===== src/rtl/word_serializer_pkg.sv =====
// Shared definitions for the word serializer: FSM state encoding and WIDTH legality.
package word_serializer_pkg;

    localparam int unsigned MIN_WIDTH = 2;
    localparam int unsigned MAX_WIDTH = 32;

    typedef enum logic {
        ST_IDLE  = 1'b0,
        ST_SHIFT = 1'b1
    } ser_state_t;

    function automatic bit width_legal(input int unsigned w);
        return (w >= MIN_WIDTH) && (w <= MAX_WIDTH);
    endfunction

endpackage


===== src/rtl/word_skid_reg.sv =====
// One-entry holding register with a full flag; parks a word accepted while the shifter is busy.
module word_skid_reg #(
    parameter int unsigned WIDTH = 8
) (
    input  logic             clk,
    input  logic             rst_n,
    input  logic             push,
    input  logic             pop,
    input  logic [WIDTH-1:0] d,
    output logic [WIDTH-1:0] q,
    output logic             full
);

    always_ff @(posedge clk or negedge rst_n) begin
        if (!rst_n) begin
            q    <= '0;
            full <= 1'b0;
        end else if (push) begin
            q    <= d;
            full <= 1'b1;
        end else if (pop) begin
            full <= 1'b0;
        end
    end

endmodule


===== src/rtl/word_serializer.sv =====
// Parallel-to-serial feeder (LSB first) for the serial two's-complement stage.
// Optional one-entry input skid buffer enabled by defining SERIALIZER_SKID_EN.
module word_serializer
    import word_serializer_pkg::*;
#(
    parameter int unsigned WIDTH = 8
) (
    input  logic             t_clk,
    input  logic             r_n,
    input  logic [WIDTH-1:0] din,
    input  logic             din_valid,
    output logic             din_ready,
    output logic             ser_out,
    output logic             frm_rst,
    output logic             busy,
    output logic             done
);

    localparam int unsigned CW = $clog2(WIDTH);
    localparam logic [CW-1:0] LAST    = CW'(WIDTH - 1);
    localparam logic [CW-1:0] LAST_M1 = CW'(WIDTH - 2);
    localparam logic [CW-1:0] ONE     = CW'(1);

    if (!width_legal(WIDTH)) begin : g_bad_width
        $error("word_serializer: WIDTH must be in 2..32");
    end

    ser_state_t       state;
    logic [CW-1:0]    cnt;
    logic [WIDTH-1:0] shreg;
    logic             start;
    logic [WIDTH-1:0] load_word;

`ifdef SERIALIZER_SKID_EN
    logic             skid_full;
    logic             skid_push;
    logic             skid_pop;
    logic [WIDTH-1:0] skid_q;

    // A parked word has priority over din; din_ready stays low until it drains.
    assign din_ready = !skid_full;
    assign skid_push = (state == ST_SHIFT) && din_valid && !skid_full;
    assign skid_pop  = (state == ST_IDLE) && skid_full;
    assign start     = (state == ST_IDLE) && (skid_full || din_valid);
    assign load_word = skid_full ? skid_q : din;

    word_skid_reg #(
        .WIDTH(WIDTH)
    ) u_skid (
        .clk   (t_clk),
        .rst_n (r_n),
        .push  (skid_push),
        .pop   (skid_pop),
        .d     (din),
        .q     (skid_q),
        .full  (skid_full)
    );
`else
    assign din_ready = (state == ST_IDLE);
    assign start     = din_ready && din_valid;
    assign load_word = din;
`endif

    // Outputs are registered alongside the next state so they match the state they describe.
    always_ff @(posedge t_clk or negedge r_n) begin
        if (!r_n) begin
            state   <= ST_IDLE;
            cnt     <= '0;
            shreg   <= '0;
            ser_out <= 1'b0;
            frm_rst <= 1'b1;
            busy    <= 1'b0;
            done    <= 1'b0;
        end else begin
            unique case (state)
                ST_IDLE: begin
                    if (start) begin
                        state   <= ST_SHIFT;
                        shreg   <= load_word;
                        cnt     <= '0;
                        ser_out <= load_word[0];
                        frm_rst <= 1'b0;
                        busy    <= 1'b1;
                        done    <= 1'b0;
                    end
                end
                ST_SHIFT: begin
                    shreg <= shreg >> 1;
                    if (cnt == LAST) begin
                        state   <= ST_IDLE;
                        cnt     <= '0;
                        ser_out <= 1'b0;
                        frm_rst <= 1'b1;
                        busy    <= 1'b0;
                        done    <= 1'b0;
                    end else begin
                        cnt     <= cnt + ONE;
                        ser_out <= shreg[1];
                        done    <= (cnt == LAST_M1);
                    end
                end
            endcase
        end
    end

endmodule


===== config.mk =====
export PLATFORM = sky130hd
export DESIGN_NAME = word_serializer
export DESIGN_NICKNAME = d
export VERILOG_FILES = /design/src/rtl/word_serializer_pkg.sv /design/src/rtl/word_skid_reg.sv /design/src/rtl/word_serializer.sv
export SDC_FILE = /design/constraint.sdc
export NUM_CORES = 1
export LEC_CHECK = 0
export ABC_AREA = 1
export BUFFER_PORTS_ARGS = -buffer_cell sky130_fd_sc_hd__buf_4
export CAP_MARGIN = 20
export CORE_MARGIN = 3
export CORE_UTILIZATION = 45
export DETAILED_ROUTE_END_ITERATION = 10
export PLACE_DENSITY_LB_ADDON = 0.3
export SETUP_SLACK_MARGIN = 0.2
export SLEW_MARGIN = 20
export SYNTH_ARGS = -nofsm -noshare
export SYNTH_HDL_FRONTEND = slang
export SYNTH_SLANG_ARGS = --single-unit

===== constraint.sdc =====
create_clock -name t_clk -period 1.1 [get_ports t_clk]
set_clock_uncertainty 0.05 [all_clocks]
set_input_delay 0.22 -clock t_clk [delete_from_list [all_inputs] [get_ports t_clk]]
set_output_delay 0.22 -clock t_clk [all_outputs]
set_load 0.01 [all_outputs]

Word-level counts from Yosys, hierarchy flattened --
Cells that the tools add are included.
Storage, ports and cells: register bits after elaboration 16, input port bits 11, output and inout bits 5, logic and storage cells 34
Operators by class: $add $sub $neg 1, equality and inequality tests 4, multiplexer cells 19, bitwise gates (word level) 1, reductions and logical operators 2
Operator list (number):
- $pmux W8 S2 | 1
- $pmux W1 S2 | 5
- $mux W1 | 9
- $mux W8 | 1
- $eq A3 B3 Y1 const B | 2
- $mux W3 | 2
- $pmux W3 S2 | 1
- $ne A2 B1 Y1 const B | 2
- $add A3 B1 Y3 const B | 1
- $reduce_and A2 Y1 | 1
- $logic_and A1 B1 Y1 | 1
- $not A1 Y1 | 1

Longest topological paths before layout --
Gate-level depths: netlist of run 1.
depth after elaboration 4, depth in mapped cells 7, mapped depth without buffers 7

Worst setup path after synthesis of run 1 --
Ideal clock, no wire load.
path type register to register, from register cnt[0], to register busy, setup time 0.065 ns, data arrival time 1.088 ns, data required time 0.985 ns, setup slack -0.103 ns, stages on the path, launching flop included 8, path buffers 0, period minus slack after synthesis 1.203 ns, cell sequence dfrtp_1 -> ha_1 -> ha_1 -> inv_1 -> nand2_4 -> nand2_1 -> nand2_1 -> nand2_1
Between the ends: cells in the longest elaborated chain, start to end 3
Ends and longest elaborated chain:
- from (decl) | line word_serializer.sv:29 | logic [CW-1:0] cnt;
- from (signal assigned) | line word_serializer.sv:97 | cnt <= cnt + ONE;
- $eq A3 B3 Y1 | line word_serializer.sv:89 | if (cnt == LAST) begin
- $ne A2 B1 Y1 (no source line)
- $reduce_and A2 Y1 (no source line)
- to (signal assigned) | line word_serializer.sv:72 | busy <= 1'b0;
- to (signal assigned) | line word_serializer.sv:83 | busy <= 1'b1;
- to (signal assigned) | line word_serializer.sv:94 | busy <= 1'b0;
- to (decl) | line word_serializer.sv:15 | output logic busy,
Every way passes these cells. A chain may end at the register's enable or synchronous reset.

Final worst setup path of run 1 --
from register frm_rst, to output frm_rst
RTL lines:
- from (decl) | line word_serializer.sv:14 | output logic frm_rst,
- from (signal assigned) | line word_serializer.sv:71 | frm_rst <= 1'b1;
- from (signal assigned) | line word_serializer.sv:82 | frm_rst <= 1'b0;
- from (signal assigned) | line word_serializer.sv:93 | frm_rst <= 1'b1;
No word-level cell between the ends.

==> impl_metrics.yaml, run 1 <==
critical_path:
  setup.worst_path.start: "frm_rst"
  rr_worst_depth: 7
  rr_endpoint: "busy"
  worst_ep_arrival_time_ps: 950
  slowest_stage: "dfstp_2"
  crit_family: "flip-flops"
  required_ps: 830
  worstPathCellList: "buf_6"
  r2r_slack_ps: -70
  cp_max_fo: 2
  r2r_start: "cnt[1]"
  crit_path_start_kind: "register"
  crit_type: "reg2out"
  crit_cells: 1
  end_kind: "primary output"
  cpPeakStageDelay_ps: 550
  crit_buf_inv: 1
timing:
  hold_slack_ps: 60.5
  finalWorstSetupSlack_ps: -115
  min_period_ps: 1220
  fmax_ghz: 0.823
  rsz0062_at_grt: "yes"
  finalSetupViolCount: 10
  slew_headroom_pct: 84.3
  timing.setup.tns_ps: -506
  min_period_over_period_pct: 110
  final_max_slew_viol_count: 0
  tightest_slew_ps: 236
  hold_viol_final: 0
floorplan:
  rows: 13
  ioPinCount: 16
  die_w_um: 46.0
  fp.dieArea_um2: 2110
  core_area_um2: 1400
  die_h_um: 46.0
  initial_utilization_pct: 51.4
synthesis:
  avgSynthCellArea_um2: 9.11
  synth_warnings: 0
  synthCells: 79
  ys_ff_latch: 15
  synth_cell_types: 14
  ys_seq_area_share_pct: 52.3
  synthesis.area_um2: 719
  synth_nets: 94
drt:
  drt-initial-drc-count: 15
  firstDrtPassIters: 4
  drc: 0
  wl_per_cell_um: 16.7
  ant_nets: 0
  vias: 689
  avgViaCountPerCell: 5.30
  wl_um: 2170
layout:
  num_antenna_cells: 0
  mostFrequentLayoutCell: "nand2_1"
  drive_gt1_share_pct: 60.0
  nets: 131
  layout_common_cells: "nand2_1, buf_4, dfrtp_1, buf_6"
  area_delta_synth_final_pct: 72.2
global_routing:
  groute.usage.overall_pct: 19.9
  antenna_found_initial: 0
  grt_pass1_wl_um: 2890
  grt_pass1_vias: 626
  overflow: 0
  grt_max_degree: 16
clocking:
  cts.sinks: 15
  insertion_delay_ps: 300
  cts_tree: "built"
  cts_root_buf: "clkbuf_4"
  cts_made_buffers: 3
  clk_pin_slew_ps: 100
  clock_path_buffers: 2
  htreeDepth: 1
placement:
  gp_congestion: 0.730
  post-dp-hpwl_um: 972
  port_buffers: 15
worst_hold_path:
  min_from: "din[2]"
  whs_path_depth: 3
  min_to: "shreg[2]"
  hp-class: "in2reg"
status:
  outcome: "complete, but fails checks"
  violations: "negative setup slack"
power_and_ir_drop:
  irDropWorstVdd_mv: 1.80
  power_density_nw_per_um2: 2640
  p_total_mw: 3.27
  leakagePower_nw: 0.639
run:
  maxCapViolations: 0
[area by class of cell]
| class | count | area (µm²) |
|---|---|---|
| well taps | 15 | 18.8 |
| inverters | 7 | 38.8 |
| flip-flops and latches | 15 | 377 |
| clock inverters | 1 | 5.00 |
| fillers | 57 | 160 |
| clock buffers | 3 | 22.5 |
| repair buffers | 32 | 324 |
| multi-input cells | 56 | 442 |
| repair inverters | 1 | 11.3 |
[registers in the layout, summed over array words and instances (netlist names)]
signal / count
shreg: 7
cnt: 3
busy: 1
done: 1
frm_rst: 1
ser_out: 1
state: 1
[layer usage]
layer  wire length (µm)  vias up  GRT usage [%]
met1                910      334           23.8
li1                   -      318              -
met2               1070       31           34.9
met4                 68        0           7.95
met3                120        6           3.16
met5                  0        -              0
[metrics by stage]
stage | instance area [µm²] | cells | util [%] | worst slack, ps
floorplan | 767 | 79 | - | -7.34
detailed placement | 903 | 111 | 64.6 | -35.5
global placement | 903 | 111 | 64.6 | 4.11
global route | 1240 | 130 | 88.6 | -138
CTS | 1140 | 123 | 81.3 | -105
finish | 1240 | 130 | 88.6 | -115
[what timing repair did]
| action | 4_1_cts | 5_1_grt |
|---|---|---|
| gates resized for setup | 35 | 10 |
| hold endpoints to repair | 15 | 0 |
| endpoints found under the setup margin | 20 | 20 |
| cloned | 3 | 0 |
| pin swaps | 15 | 12 |
| hold buffers | 1 | 0 |
| buffers inserted | 4 | 7 |
[report_power, final]
group	switching, mW	internal [mW]	total (mW)	leakage, nW
logic	0.865	1.04	1.90	0.432
registers	0.230	0.801	1.03	0.189
clock network	0.200	0.136	0.335	0.0177
total	1.30	1.97	3.27	0.639
[worst min-delay path, stage by stage]
cell	delay (ps)
buf_4	80
nand2_2	40
nand3_2	40
[cell usage after synthesis]
cell / n / area (µm²)
nand2_1: 36 / 135
dfrtp_1: 14 / 350
nand3_1: 7 / 35.0
ha_1: 4 / 50.1
inv_1: 4 / 15.0
inv_2: 3 / 11.3
o21ai_0: 3 / 15.0
nand2_4: 2 / 22.5
a21oi_1: 1 / 5.00
buf_6: 1 / 11.3
clkbuf_8: 1 / 13.8
dfstp_2: 1 / 26.3
nor2_8: 1 / 20.0
o21ai_2: 1 / 8.76
[how the worst max path moves through the flow]
stage,slack [ps],end
after detailed placement,-40,done
after global routing,-140,din_ready
after global placement,4,done
after CTS,-110,frm_rst
after floorplan,-7,busy
final,-120,frm_rst
[cells by family after synthesis]
kind of cell / after synthesis / share of synthesized area [%]
fa+ha+maj: 4 / 6.96
compound gates: 5 / 4.00
buf+inv: 9 / 7.13
flops: 15 / 52.3
simple gates: 46 / 29.6
Note: power is estimated with default switching activity, not from simulation.
==> run 2: changes to the inputs <==
Settings changed: ABC_AREA 1 to not set, SETUP_SLACK_MARGIN 0.2 to 0.5.
==> impl_metrics.yaml, run 2 <==
status:
  outcome: "complete, but fails checks"
  violations: "negative hold slack, negative setup slack"
synthesis:
  avgSynthCellArea_um2: 11.9
  ys_seq_area_share_pct: 53.6
  synth_area_leaders: "dfrtp_1, mux2i_1, ha_1"
  synth_warnings: 0
  synth-simple-area-share_pct: 7.30
  synth_top_area_share_pct: 49.8
  synth_xor_area_share_pct: 0
  ys.flop_type: "dfrtp_1"
  synthAdderAreaFrac_pct: 7.12
  synth_edf_count: 0
  synth_cell_types: 16
  synthCells: 59
  synth.most_common_cell: "dfrtp_1"
  synth_largest_area_cell: "dfrtp_1"
  ys_ff_latch: 15
  synthArstFlopShare_pct: 100
  muxShareOfSynthArea_pct: 14.4
  synthesis.area_um2: 703
  synth_top_family_by_area: "multiplexers"
  synth_nets: 74
  synth_common_cells: "dfrtp_1, mux2i_1, nand2_1, o21ai_1"
  synth_compound_area_share_pct: 11.6
timing:
  fmax_ghz: 0.813
  min_period_ps: 1230
  rsz0062_at_grt: "yes"
  finalSetupViolCount: 11
  hold_slack_ps: -276
  finalWorstSetupSlack_ps: -129
  min_period_over_period_pct: 112
  final_max_slew_viol_count: 0
  slew_headroom_pct: 81.0
  tightest_slew_ps: 284
  hold_viol_final: 15
clocking:
  htreeDepth: 1
  cts_tree: "built"
  cts.sinks: 15
  cts_made_buffers: 3
  cts_root_buf: "clkbuf_4"
  insertion_delay_ps: 280
  clock_path_buffers: 2
  clk_pin_slew_ps: 90
layout:
  reg_top3: "shreg: 7 flops, cnt: 3 flops"
  fin_area_um2: 1110
  nets: 106
  num_antenna_cells: 0
  regMostFlops: "shreg"
  largest_reg_flops: 7
  drive_gt1_share_pct: 61.1
  mostFrequentLayoutCell: "buf_4"
  area_delta_synth_final_pct: 58.5
  layout_common_cells: "buf_4, dfrtp_1, mux2i_1, buf_6, nand2_2"
drt:
  avgViaCountPerCell: 5.37
  wl_per_cell_um: 16.2
  vias: 564
  drc: 0
  firstDrtPassIters: 4
  drt-initial-drc-count: 9
  ant_nets: 0
  wl_um: 1700
floorplan:
  ioPinCount: 16
  core_area_um2: 1380
  die_w_um: 45.5
  fp.dieArea_um2: 2070
  rows: 13
  initial_utilization_pct: 50.9
  die_h_um: 45.5
critical_path:
  setup.worst_path.start: "frm_rst"
  crit_buf_inv: 1
  required_ps: 830
  cp_max_fo: 2
  worstPathCellList: "buf_6"
  crit_family: "flip-flops"
  crit_path_start_kind: "register"
  cpPeakStageDelay_ps: 570
  slowest_stage: "dfstp_2"
  end_kind: "primary output"
  r2r_start: "cnt[1]"
  crit_type: "reg2out"
  worst_ep_arrival_time_ps: 960
global_routing:
  grt_max_degree: 16
  overflow: 0
  grt_pass1_vias: 560
  antenna_found_initial: 0
  grt_pass1_wl_um: 2590
  groute.usage.overall_pct: 18.1
worst_hold_path:
  hp-class: "in2async"
placement:
  gp_congestion: 0.749
  preCtsSetupSlack_ps: -103
  dpl_cell_area_um2: 885
  port_buffers: 15
power_and_ir_drop:
  power.share.clock_pct: 10.6
  intPower_mw: 1.92
  netSwitchingFraction_pct: 36.2
  leakagePower_nw: 0.541
  p_total_mw: 3.01
  power_density_nw_per_um2: 2700
  p_switching_mw: 1.09
  power_frac_comb_pct: 55.9
  pwr-share-seq_pct: 33.5
  irDropWorstVdd_mv: 1.58
run:
  maxCapViolations: 0
[run 2: cell types whose count changed after synthesis, sizes merged, moves of 3 or more]
cell | before | now
inv | 7 | 4
mux2i | 0 | 9
nand2 | 38 | 6
nand3 | 7 | 0
nor2 | 1 | 4
o2bb2ai | 0 | 3
[run 2: power by group through the flow]
| stage | sequential, mW | combinational [mW] | clock (mW) |
|---|---|---|---|
| after floorplan | 0.966 | 0.680 | 0 |
| after global placement | 0.981 | 0.972 | 0 |
| after detailed placement | 1.00 | 1.00 | 0 |
| after CTS | 0.983 | 1.44 | 0.324 |
| after global routing | 1.03 | 1.84 | 0.348 |
| final | 1.01 | 1.68 | 0.318 |
[run 2: cells by family (layout without fill, tap and decap cells)]
| logic type | after synthesis | after routing |
|---|---|---|
| flops | 15 | 15 |
| compound gates | 12 | 12 |
| simple gates | 11 | 11 |
| mux | 10 | 10 |
| buf+inv | 7 | 38 |
| fa+ha+maj | 4 | 4 |
[run 2: area by class of cell]
cell class	count	area, µm²
tap	15	18.8
clock buffer	4	26.3
inverter	4	17.5
multi-input combinational	37	392
sequential	15	378
timing repair buffer	30	283
fill	69	268
[run 2: final timing paths]
path	depth (start not counted)	slack [ps]	to
setup / recovery	1	-130	frm_rst
hold / removal	1	-280	shreg[2]
setup reg to reg	4	-110	done
hold reg to reg	2	460	shreg[2]
max in group asynchronous	1	1030	frm_rst
min in group t_clk	3	160	shreg[6]
[run 2: timing repair]
action | 4_1_cts | 5_1_grt
pin swaps | 4 | 2
gates cloned | 1 | 0
endpoints found under the setup margin | 20 | 20
hold endpoints to repair | 15 | 15
gates resized for setup | 17 | 13
setup buffers | 6 | 3
[run 2: layer usage]
metal / GRT usage [%] / part of all wire (%) / vias to the layer above
met5: 0 / 0 / -
met4: 5.26 / 0 / 0
met3: 3.56 / 4.2 / 0
met2: 29.5 / 54 / 19
met1: 24.0 / 42 / 280
li1: - / - / 265
[run 2: per-stage QoR]
step,utilization [%],cells,hold WS [ps],TNS [ps]
floorplan,-,59,-126,-137
global placement,64.0,91,31.3,-125
detailed placement,64.0,91,37.3,-317
CTS,75.1,102,-270,-613
global route,80.6,105,-277,-1240
finish,80.6,105,-276,-760
